**config.mk**
```make
export PLATFORM = sky130hd
export DESIGN_NAME = muldiv_unit
export DESIGN_NICKNAME = d
export VERILOG_FILES = /design/src/rtl/muldiv_pkg.sv /design/src/rtl/muldiv_unit_div_core.sv /design/src/rtl/muldiv_unit.sv
export SDC_FILE = /design/constraint.sdc
export NUM_CORES = 2
export LEC_CHECK = 0
export BUFFER_PORTS_ARGS = -buffer_cell sky130_fd_sc_hd__clkbuf_2
export CAP_MARGIN = 20
export CORE_MARGIN = 2
export CORE_UTILIZATION = 60
export DETAILED_ROUTE_END_ITERATION = 8
export PLACE_DENSITY = 0.83
export SETUP_SLACK_MARGIN = 0.5
export SLEW_MARGIN = 25
export SYNTH_ARGS = -nofsm -noshare
export SYNTH_HDL_FRONTEND = slang
export SYNTH_HIERARCHICAL = 1
export SYNTH_SLANG_ARGS = --single-unit
```
**constraint.sdc**
```tcl
create_clock -name clk -period 13 [get_ports clk]
set_clock_uncertainty 0.1 [all_clocks]
set_input_delay 1.3 -clock clk [delete_from_list [all_inputs] [get_ports clk]]
set_output_delay 1.3 -clock clk [all_outputs]
set_load 0.05 [all_outputs]
```
**src/rtl/muldiv_pkg.sv**
```systemverilog
// muldiv_pkg: shared encodings and helpers for the multiply/divide engine.
// Holds the op encodings, the FSM state encoding and the divider iteration count.
package muldiv_pkg;

   localparam logic [1:0] OP_MULT  = 2'b00;
   localparam logic [1:0] OP_MULTU = 2'b01;
   localparam logic [1:0] OP_DIV   = 2'b10;
   localparam logic [1:0] OP_DIVU  = 2'b11;

   localparam int         DIV_ITERS = 32;
   localparam logic [4:0] DIV_LAST  = 5'(DIV_ITERS - 1);

   typedef enum logic [1:0] {
      ST_IDLE = 2'b00,
      ST_MUL  = 2'b01,
      ST_DIV  = 2'b10,
      ST_DONE = 2'b11
   } state_t;

   // Magnitude of a 32-bit value; only negates when the operation is signed.
   // The magnitude of 32'h8000_0000 is 32'h8000_0000 read as unsigned.
   function automatic logic [31:0] abs32(input logic [31:0] v, input logic sgn);
      if (sgn && v[31]) begin
         abs32 = ~v + 32'd1;
      end else begin
         abs32 = v;
      end
   endfunction

endpackage

```
**src/rtl/muldiv_unit_div_core.sv**
```systemverilog
// div_core: restoring radix-2 divider on operand magnitudes.
// A start pulse loads the operands; 32 iterations follow (counter 0..31) and
// valid is high during the last iteration, when quotient/remainder carry the
// sign-corrected final result. abort drops any division in flight.
module div_core
   import muldiv_pkg::*;
(
   input  logic        clk,
   input  logic        rst,
   input  logic        start,
   input  logic        abort,
   input  logic        is_signed,
   input  logic [31:0] dividend,
   input  logic [31:0] divisor,
   output logic        valid,
   output logic [31:0] quotient,
   output logic [31:0] remainder
);

   logic [31:0] rem_r;
   logic [31:0] quo_r;
   logic [31:0] dvs_r;
   logic [31:0] raw_a_r;
   logic [4:0]  cnt_r;
   logic        run_r;
   logic        neg_q_r;
   logic        neg_r_r;
   logic        div_zero_r;

   logic [32:0] partial_s;
   logic [32:0] diff_s;
   logic [31:0] rem_next_s;
   logic [31:0] quo_next_s;
   logic        q_bit_s;

   // One restoring step: shift in the next dividend bit, subtract if it fits.
   always_comb begin
      partial_s  = {rem_r, quo_r[31]};
      diff_s     = partial_s - {1'b0, dvs_r};
      rem_next_s = partial_s[31:0];
      q_bit_s    = 1'b0;
      if (!diff_s[32]) begin
         rem_next_s = diff_s[31:0];
         q_bit_s    = 1'b1;
      end else begin
         rem_next_s = partial_s[31:0];
         q_bit_s    = 1'b0;
      end
      quo_next_s = {quo_r[30:0], q_bit_s};
   end

   // Sign fixup of the final step; a zero divisor yields all-ones / dividend.
   always_comb begin
      quotient  = quo_next_s;
      remainder = rem_next_s;
      if (div_zero_r) begin
         quotient  = 32'hFFFF_FFFF;
         remainder = raw_a_r;
      end else begin
         quotient  = neg_q_r ? (~quo_next_s + 32'd1) : quo_next_s;
         remainder = neg_r_r ? (~rem_next_s + 32'd1) : rem_next_s;
      end
   end

   assign valid = run_r && (cnt_r == DIV_LAST);

   // Operand load on start, then one iteration per cycle until the counter wraps.
   always_ff @(posedge clk) begin
      if (rst) begin
         rem_r      <= 32'd0;
         quo_r      <= 32'd0;
         dvs_r      <= 32'd0;
         raw_a_r    <= 32'd0;
         cnt_r      <= 5'd0;
         run_r      <= 1'b0;
         neg_q_r    <= 1'b0;
         neg_r_r    <= 1'b0;
         div_zero_r <= 1'b0;
      end else if (abort) begin
         run_r <= 1'b0;
         cnt_r <= 5'd0;
      end else if (start) begin
         rem_r      <= 32'd0;
         quo_r      <= abs32(dividend, is_signed);
         dvs_r      <= abs32(divisor, is_signed);
         raw_a_r    <= dividend;
         cnt_r      <= 5'd0;
         run_r      <= 1'b1;
         neg_q_r    <= is_signed & (dividend[31] ^ divisor[31]);
         neg_r_r    <= is_signed & dividend[31];
         div_zero_r <= (divisor == 32'd0);
      end else if (run_r) begin
         rem_r <= rem_next_s;
         quo_r <= quo_next_s;
         cnt_r <= cnt_r + 5'd1;
         if (cnt_r == DIV_LAST) begin
            run_r <= 1'b0;
         end
      end
   end

endmodule

```
**src/rtl/muldiv_unit.sv**
```systemverilog
// muldiv_unit: multi-cycle MULT/MULTU/DIV/DIVU engine driving the HI/LO writes.
// FSM IDLE -> MUL|DIV -> DONE -> IDLE; one write to each HILO register in DONE.
// Optional build macro MULDIV_DIVZERO_FAST_EN: a divide with a zero divisor
// skips the iterations and goes straight from IDLE to DONE.
module muldiv_unit
   import muldiv_pkg::*;
(
   input  logic        clk,
   input  logic        rst,
   input  logic        start,
   input  logic [1:0]  op,
   input  logic [31:0] a,
   input  logic [31:0] b,
   input  logic        cancel,
   output logic        busy,
   output logic        done,
   output logic        hi_we,
   output logic [31:0] hi_wd,
   output logic        lo_we,
   output logic [31:0] lo_wd
);

   state_t      state_r;
   logic [1:0]  op_r;
   logic [31:0] a_r;
   logic [31:0] b_r;
   logic [31:0] hi_res_r;
   logic [31:0] lo_res_r;

   logic        accept_s;
   logic        div_fast_s;
   logic        div_start_s;
   logic        write_s;
   logic [63:0] mul_a_s;
   logic [63:0] mul_b_s;
   logic [63:0] product_s;
   logic        div_valid_s;
   logic [31:0] div_quo_s;
   logic [31:0] div_rem_s;

   assign accept_s = (state_r == ST_IDLE) && start && !cancel && !rst;

`ifdef MULDIV_DIVZERO_FAST_EN
   assign div_fast_s = (b == 32'd0);
`else
   assign div_fast_s = 1'b0;
`endif

   assign div_start_s = accept_s && op[1] && !div_fast_s;

   div_core u_div_core (
      .clk       (clk),
      .rst       (rst),
      .start     (div_start_s),
      .abort     (cancel),
      .is_signed (!op[0]),
      .dividend  (a),
      .divisor   (b),
      .valid     (div_valid_s),
      .quotient  (div_quo_s),
      .remainder (div_rem_s)
   );

   // 64-bit product: sign- or zero-extend so one unsigned multiply serves both.
   always_comb begin
      mul_a_s = {32'd0, a_r};
      mul_b_s = {32'd0, b_r};
      if (op_r == OP_MULT) begin
         mul_a_s = {{32{a_r[31]}}, a_r};
         mul_b_s = {{32{b_r[31]}}, b_r};
      end else begin
         mul_a_s = {32'd0, a_r};
         mul_b_s = {32'd0, b_r};
      end
      product_s = mul_a_s * mul_b_s;
   end

   // Control FSM with operand latch and result registers.
   always_ff @(posedge clk) begin
      if (rst) begin
         state_r  <= ST_IDLE;
         op_r     <= 2'b00;
         a_r      <= 32'd0;
         b_r      <= 32'd0;
         hi_res_r <= 32'd0;
         lo_res_r <= 32'd0;
      end else if (cancel) begin
         state_r <= ST_IDLE;
      end else begin
         case (state_r)
            ST_IDLE: begin
               if (start) begin
                  op_r <= op;
                  a_r  <= a;
                  b_r  <= b;
                  if (!op[1]) begin
                     state_r <= ST_MUL;
                  end else if (div_fast_s) begin
                     hi_res_r <= a;
                     lo_res_r <= 32'hFFFF_FFFF;
                     state_r  <= ST_DONE;
                  end else begin
                     state_r <= ST_DIV;
                  end
               end
            end
            ST_MUL: begin
               hi_res_r <= product_s[63:32];
               lo_res_r <= product_s[31:0];
               state_r  <= ST_DONE;
            end
            ST_DIV: begin
               if (div_valid_s) begin
                  hi_res_r <= div_rem_s;
                  lo_res_r <= div_quo_s;
                  state_r  <= ST_DONE;
               end
            end
            ST_DONE: begin
               state_r <= ST_IDLE;
            end
            default: begin
               state_r <= ST_IDLE;
            end
         endcase
      end
   end

   // A cancel or reset landing in DONE suppresses the write in that same cycle.
   assign write_s = (state_r == ST_DONE) && !cancel && !rst;
   assign busy    = accept_s || (!rst && ((state_r == ST_MUL) || (state_r == ST_DIV)));
   assign done    = write_s;
   assign hi_we   = write_s;
   assign lo_we   = write_s;
   assign hi_wd   = write_s ? hi_res_r : 32'd0;
   assign lo_wd   = write_s ? lo_res_r : 32'd0;

endmodule

```
Word-level counts from Yosys, hierarchy flattened
Cells that the tools add are included.
- bits in registers: 269
- bits in latches: 0
- bits in writable memories: 0
- ROM bits: 0
- bits of input ports: 70
- memories: 0
- add/sub/neg operators: 6
- multiply operators: 1
- divide/modulo/power cells: 0
- order comparisons: 0
- eq/ne operators: 6
- shift-type cells: 0
- multiplexer cells: 27
- bitwise logic cells: 8
- reductions and logical operators: 27
- operators with widths (operator ; number):
    $mux 32 ; 15
    $add 32x1->32 const B ; 4
    $mux 64 ; 2
    $not 32->32 ; 4
    $pmux 32 s2 ; 2
    $mul 64x64->64 ; 1
    $sub 33x32->33 ; 1
    $logic_not 32->1 ; 1
    $logic_and 1x1->1 ; 10
    $pmux 2 s4 ; 1
    $mux 2 ; 3
    $reduce_and 2->1 ; 3
    $reduce_and 3->1 ; 2
    $add 5x1->5 const B ; 1
    $eq 5x5->1 const B ; 1
    $eq 2x2->1 const B ; 2
    $logic_not 2->1 ; 2
    $mux 1 ; 4
    $ne 2x2->1 const B ; 2
    $reduce_bool 2->1 ; 2
    $logic_not 1->1 ; 3
    $reduce_or 3->1 ; 1
    $and 1x1->1 ; 2
    $eq 2x1->1 const B ; 1
    other kinds (4) ; 5

Longest topological paths before layout
- depth in word-level cells: 8
- gate-level depth with buffers: 36

Hierarchy
The synthesis kept the hierarchy.
- modules (own cells, without submodules) (module ; instances ; cells an instance ; area each (sq um) ; sequential area each (sq um)):
    muldiv_unit ; 1 ; 5801 ; 53231.1 ; 2642.5
    div_core ; 1 ; 1562 ; 11091.9 ; 2742.6

Worst setup path after synthesis
No wires, ideal clock.
- path type: register to register
- start point: register op_r[1]
- end point: register hi_res_r[22]
- data arrival time: 9055 ps
- data required time: 12773 ps
- slack: 3718 ps
- stages on the path, launching flop included: 31
- path buffers: 3
- period minus slack after synthesis: 9282 ps
- cells stage by stage: dfxtp_1 > nor2_1 > and2_1 > clkbuf_1 > clkbuf_1 > nand2_1 > fa_1 > inv_1 > fa_1 > fa_1 > inv_1 > fa_1 > inv_1 > fa_1 > fa_1 > fa_1 > fa_1 > fa_1 > inv_1 > fa_1 > inv_1 > ha_1 > clkbuf_1 > nand2_1 > nor4_1 > a211o_1 > a41oi_2 > o21ai_2 > a211oi_2 > o2111ai_1 > or3b_1
- longest elaborated chain between the ends: 4
- ends and longest elaborated chain (element ; RTL line ; source):
    from (decl) ; muldiv_unit.sv:24 ; logic [1:0] op_r;
    from (signal assigned) ; muldiv_unit.sv:93 ; op_r <= op;
    $logic_not 2->1 (*) ; muldiv_unit.sv:68 ; if (op_r == OP_MULT) begin
    $mux 64 ; muldiv_unit.sv:68 ;
    $mul 64x64->64 (*) ; muldiv_unit.sv:75 ; product_s = mul_a_s * mul_b_s;
    $pmux 32 s2 (*) ; muldiv_unit.sv:90 ; case (state_r)
    to (signal assigned) ; muldiv_unit.sv:108 ; hi_res_r <= product_s[63:32];
    to (signal assigned) ; muldiv_unit.sv:114 ; hi_res_r <= div_rem_s;
    to (decl) ; muldiv_unit.sv:27 ; logic [31:0] hi_res_r;
Mark *: on every way between the ends. The rest lies on a longest branch, timed or not.
A chain may end at the register's enable or synchronous reset.

Final worst setup path
- start point: register op_r[1]
- end point: register hi_res_r[23]
Same word-level chain as after synthesis.

==> summary by stage <==
CTS
The clock transition at the registers of the reported paths is 0.07 ns. The maximum clock path buffer count is 3. The cell sitting at the root of the clock tree is a sky130_fd_sc_hd__clkbuf_16.

The total of hold buffers inserted after clock tree synthesis is 0. In this run, CTS created clock tree buffers numbering 28. The number of cells upsized or downsized after cts is 0. The clock drives 269 sinks. In this run the post-CTS setup repair buffer count came out at 0.

TritonCTS built the clock tree. For the worst-skew pair, the clock arrives at the later sink with an insertion delay of 0.59 ns. In this run the number of H-tree levels came out at 1.

Job
The max-capacitance violation count is 0.

Critical path
For the worst setup path, the data arrival time is 10.75 ns. The peak fanout along the critical path is 24. The beginning of the worst register-to-register path is op_r[1].

The cell with the biggest individual delay on the critical path is sky130_fd_sc_hd__fa_1. Grouping stages by cell kind, the critical path spends the most delay in adder cells. The critical path contains buffers and inverters numbering 5 combined. The total stage count of the critical path is 28. The most critical setup path has its startpoint at op_r[1]. The kind of critical path is flop to flop. The longest individual stage delay on the worst path is 0.87 ns. The endpoint identified for the worst register-to-register timing path is hi_res_r[23]. The required time of the critical path is 13.38 ns. The critical path ends at hi_res_r[23]. The startpoint type of the worst setup path is a flop. STA classifies the critical path endpoint as a flop. Among the stages of the critical path, the cell type that occurs most often is sky130_fd_sc_hd__fa_1.

The depth of the most critical reg-to-reg path is 28. The worst-case register-to-register setup slack is 2.64 ns.

Place
After legalization and detailed placement, the total HPWL measured 157000 µm. The number of cells in the design after placement is 8573. Routability-driven placement finished with a final weighted congestion of 0.979. The number of buffers inserted by port buffering is 137.

Detailed routing
The first detailed-routing pass ran for 6 iterations. Dividing the detail-routed via count by the number of cells gives 6.01. Summed over all layers, the routed wires come to 199000 µm. The number of remaining DRC errors is 0. After detailed routing, the average wire length per cell comes to 23.1 µm. Summing over every cut layer, the via total after detailed routing is 51800.

In this run the remaining antenna-violating nets after routing total 0. After the first detailed-routing iteration, the DRC count stood at 5133.

Synth
By area, the combinational part of the netlist is dominated by adder cells. The synthesized area per cell is 8.74 µm². The share of cell area taken by muxes after synthesis is 0.556%. The synthesized netlist devotes 8.69% of its cell area to compound gates. The top cell type by area accounts for 44.3% of the synthesized area. The synthesized netlist devotes 51.1% of its cell area to adder and majority cells. In the synthesized netlist, the cells that appear most often are sky130_fd_sc_hd__inv_1, sky130_fd_sc_hd__fa_1, sky130_fd_sc_hd__nand2_1, sky130_fd_sc_hd__and2_1, sky130_fd_sc_hd__clkbuf_1. Summing the areas of all xor and xnor instances in the mapped netlist gives 3.31% of the synthesized area. The library cell with the largest summed area after synthesis is sky130_fd_sc_hd__fa_1.

Synthesis produced a netlist with a net count of 9202. The mapped netlist covers 0.0643 mm². The most numerous cell in the Yosys netlist is sky130_fd_sc_hd__inv_1. The share of the Yosys chip area taken by registers is 8.37%.

The number of library cell types mapped by synthesis is 105. By area the synthesized netlist is led by sky130_fd_sc_hd__fa_1, sky130_fd_sc_hd__inv_1, sky130_fd_sc_hd__dfxtp_1, sky130_fd_sc_hd__ha_1, sky130_fd_sc_hd__nand2_1. The number of storage elements in the synthesis netlist is 269. The area share of and/or/nand/nor cells after synthesis is 16.3%.

The most frequently used flop master after synthesis is sky130_fd_sc_hd__dfxtp_1. The gate count of the mapped netlist is 7363. The number of enable-type register cells in the synthesized netlist is 0. For this run, asynchronously set or reset flops after synthesis account for 0%. For this run, the number of Yosys warnings is 6.

Layout
Counting the fill cells in the layout gives 8883. The fraction of final layout cells sized beyond drive strength 1 is 5.08%. The net total in the final layout is 9039. The area overhead of the layout relative to synthesis is 3.99%. The area taken by multi-input logic gates is 0.0515 mm². The finished layout holds 8627 standard cells, fillers aside. Summing all flip-flop and latch instances after layout gives 0.00541 mm².

Pwr
The logic gate share of total power is 47.0%. Per report_power, the clock group accounts for 26.2% of the total. The design internal power is 0.00189 W. The switching power share of the total is 43.9%. The largest vdd supply drop is 117 µV. The sequential share of power is 26.8%.

The leakage power total is 33.6 nW. The net switching power is 0.00148 W. The power per unit of standard cell area is 50.3 mW/mm².

STA
Setup repair after global routing left no endpoint under its margin. The total count of max-transition violations in the final report was 0. The final-report hold violation count is 0.

The smallest clock period supported by the final layout is computed as 10.36 ns. The final critical-path share of the clock period is 79.7%. The normalized max-slew margin is 26.7%. Derived from the worst setup path, the maximum achievable clock frequency is 0.0965 GHz. Setup total negative slack on the finished layout was measured at 0 ns. Setup violations remaining at the end of the flow were counted as 0. For the pin with the worst max-slew slack, the measured transition is 1.10 ns.

Floorplanning
The floorplan core area is 0.107 mm². The floorplan step defined a die boundary enclosing 0.110 mm². The starting density of the core is 60.3%.

The total number of placement rows is 120. 138 I/O pins were placed. Measured along the y axis, the die boundary spans 331 µm. Measured along the x axis, the die boundary spans 331 µm.

Global routing
Global routing finished with a remaining overflow of 0. For this run, the total global-route usage over all layers was measured as 36.9%. The number of global-route vias before repair came to 54700. The first global-routing pass estimated 312000 µm of wire. The number of antenna violations at the first check in global routing is 8.

Entering global routing, the biggest net connects 194 pins.

Hold path
The worst min-delay path category is flop to flop.

Run status
The flow ran to the end, and the final reports show no timing, DRC or antenna violations.
-- worst register-to-register path: cells and delay by family (launching register included) --
family | cells | cell delay [ns]
simple gates | 3 | 1.32
xor+xnor | 1 | 0.10
fa+ha+maj | 11 | 5.95
buf+inv | 5 | 0.60
compound gates | 8 | 1.82
flops | 1 | 0.36
-- flip-flops by register name, indices dropped and copies added (netlist names) --
| register | cells |
|---|---|
| u_div_core/run_r | 1 |
| u_div_core/dvs_r | 32 |
| u_div_core/quo_r | 32 |
| b_r | 32 |
| u_div_core/rem_r | 32 |
| a_r | 32 |
| lo_res_r | 32 |
| u_div_core/div_zero_r | 1 |
| u_div_core/cnt_r | 5 |
| u_div_core/neg_q_r | 1 |
| u_div_core/neg_r_r | 1 |
| hi_res_r | 32 |
| u_div_core/raw_a_r | 32 |
| op_r | 2 |
| state_r | 2 |
-- placed cells by master, fill, tap and decap left out, types with 14 or more instances in the layout --
cell type	synthesis	routed
sky130_fd_sc_hd__nand4_1	24	24
sky130_fd_sc_hd__clkbuf_2	1	136
sky130_fd_sc_hd__xor2_1	97	97
sky130_fd_sc_hd__fa_1	1424	1424
sky130_fd_sc_hd__o21ai_0	192	192
sky130_fd_sc_hd__o21a_1	16	16
sky130_fd_sc_hd__and2_1	530	530
sky130_fd_sc_hd__nand2_1	1009	1008
sky130_fd_sc_hd__clkbuf_16	0	28
sky130_fd_sc_hd__nand3_1	28	28
sky130_fd_sc_hd__nor2b_1	31	30
sky130_fd_sc_hd__a21o_1	43	43
sky130_fd_sc_hd__nor3b_1	15	14
sky130_fd_sc_hd__dfxtp_2	0	19
sky130_fd_sc_hd__buf_4	3	80
sky130_fd_sc_hd__or3_1	27	26
sky130_fd_sc_hd__and3_1	87	87
sky130_fd_sc_hd__a31oi_1	21	21
sky130_fd_sc_hd__nor2_1	259	257
sky130_fd_sc_hd__a311oi_1	14	14
sky130_fd_sc_hd__nor3_1	63	62
sky130_fd_sc_hd__nor4_1	19	19
sky130_fd_sc_hd__o21ai_1	15	15
sky130_fd_sc_hd__ha_1	345	343
sky130_fd_sc_hd__mux2i_1	29	29
sky130_fd_sc_hd__o211ai_1	36	36
sky130_fd_sc_hd__inv_1	1579	1579
sky130_fd_sc_hd__dfxtp_1	269	250
sky130_fd_sc_hd__a21oi_1	316	316
sky130_fd_sc_hd__xnor2_1	143	143
sky130_fd_sc_hd__a211oi_1	68	68
sky130_fd_sc_hd__o31ai_1	31	31
-- cells by family (layout without fill, tap and decap cells) --
family	Yosys count	after routing
AND/OR/NAND/NOR	2170	2170
buffers and inverters	1994	1852
adder cells (fa/ha/maj)	1773	1773
AO/OA/AOI/OAI	881	881
flip-flops	269	269
XOR/XNOR	241	241
multiplexers	35	35
other	0	3
-- per-layer routing --
layer,track usage [%],vias up,part of all wire [%]
met5,0,-,0.030
met4,24.5,6,8.4
met3,5.79,901,9.0
met2,59.5,3022,47
met1,46.2,26000,36
li1,-,21900,-
-- how the worst min path moves through the flow --
| stage | startpoint | to | cells after the start | slack, ns |
|---|---|---|---|---|
| floorplan | lo_res_r[18] | lo_res_r[18] | 2 | 0.33 |
| global placement | u_div_core/raw_a_r[24] | u_div_core/raw_a_r[24] | 2 | 0.34 |
| detailed placement | a_r[14] | a_r[14] | 2 | 0.34 |
| CTS | a_r[14] | a_r[14] | 2 | 0.35 |
| global route | b_r[8] | b_r[8] | 2 | 0.38 |
| finish | a_r[14] | a_r[14] | 2 | 0.35 |
-- power groups by stage --
| stage | Sequential, W | Clock, W | Combinational, W |
|---|---|---|---|
| after detailed placement | 0.000917 | 0 | 0.00155 |
| after CTS | 0.000898 | 0.000878 | 0.00156 |
| after global placement | 0.000916 | 0 | 0.00151 |
| final | 0.000902 | 0.000880 | 0.00158 |
| after global routing | 0.000902 | 0.000910 | 0.00173 |
| after floorplan | 0.000886 | 0 | 0.00108 |
-- layout make-up --
type                            count  share of cell area [%]
Timing Repair Buffer              219                    2.00
Inverter                         1582                    8.88
Multi-Input combinational cell   5100                    76.9
Clock buffer                       40                    1.26
Tap cell                         1403                    2.62
Sequential cell                   269                    8.09
Clock inverter                     11                   0.195
Antenna cell                        3                  0.0112
-- stage by stage --
stage	setup WS, ns	util, %	cell area, µm²	hold slack, ns	power (W)
final	2.64	62.7	66900	0.351	0.00336
after global routing	2.15	62.7	66900	0.377	0.00354
after CTS	2.36	62.6	66900	0.353	0.00333
after detailed placement	2.41	61.7	65900	0.344	0.00246
after global placement	2.72	61.7	65900	0.339	0.00243
after floorplan	3.72	-	64300	0.327	0.00196
Power figures use the tool's default switching activity.
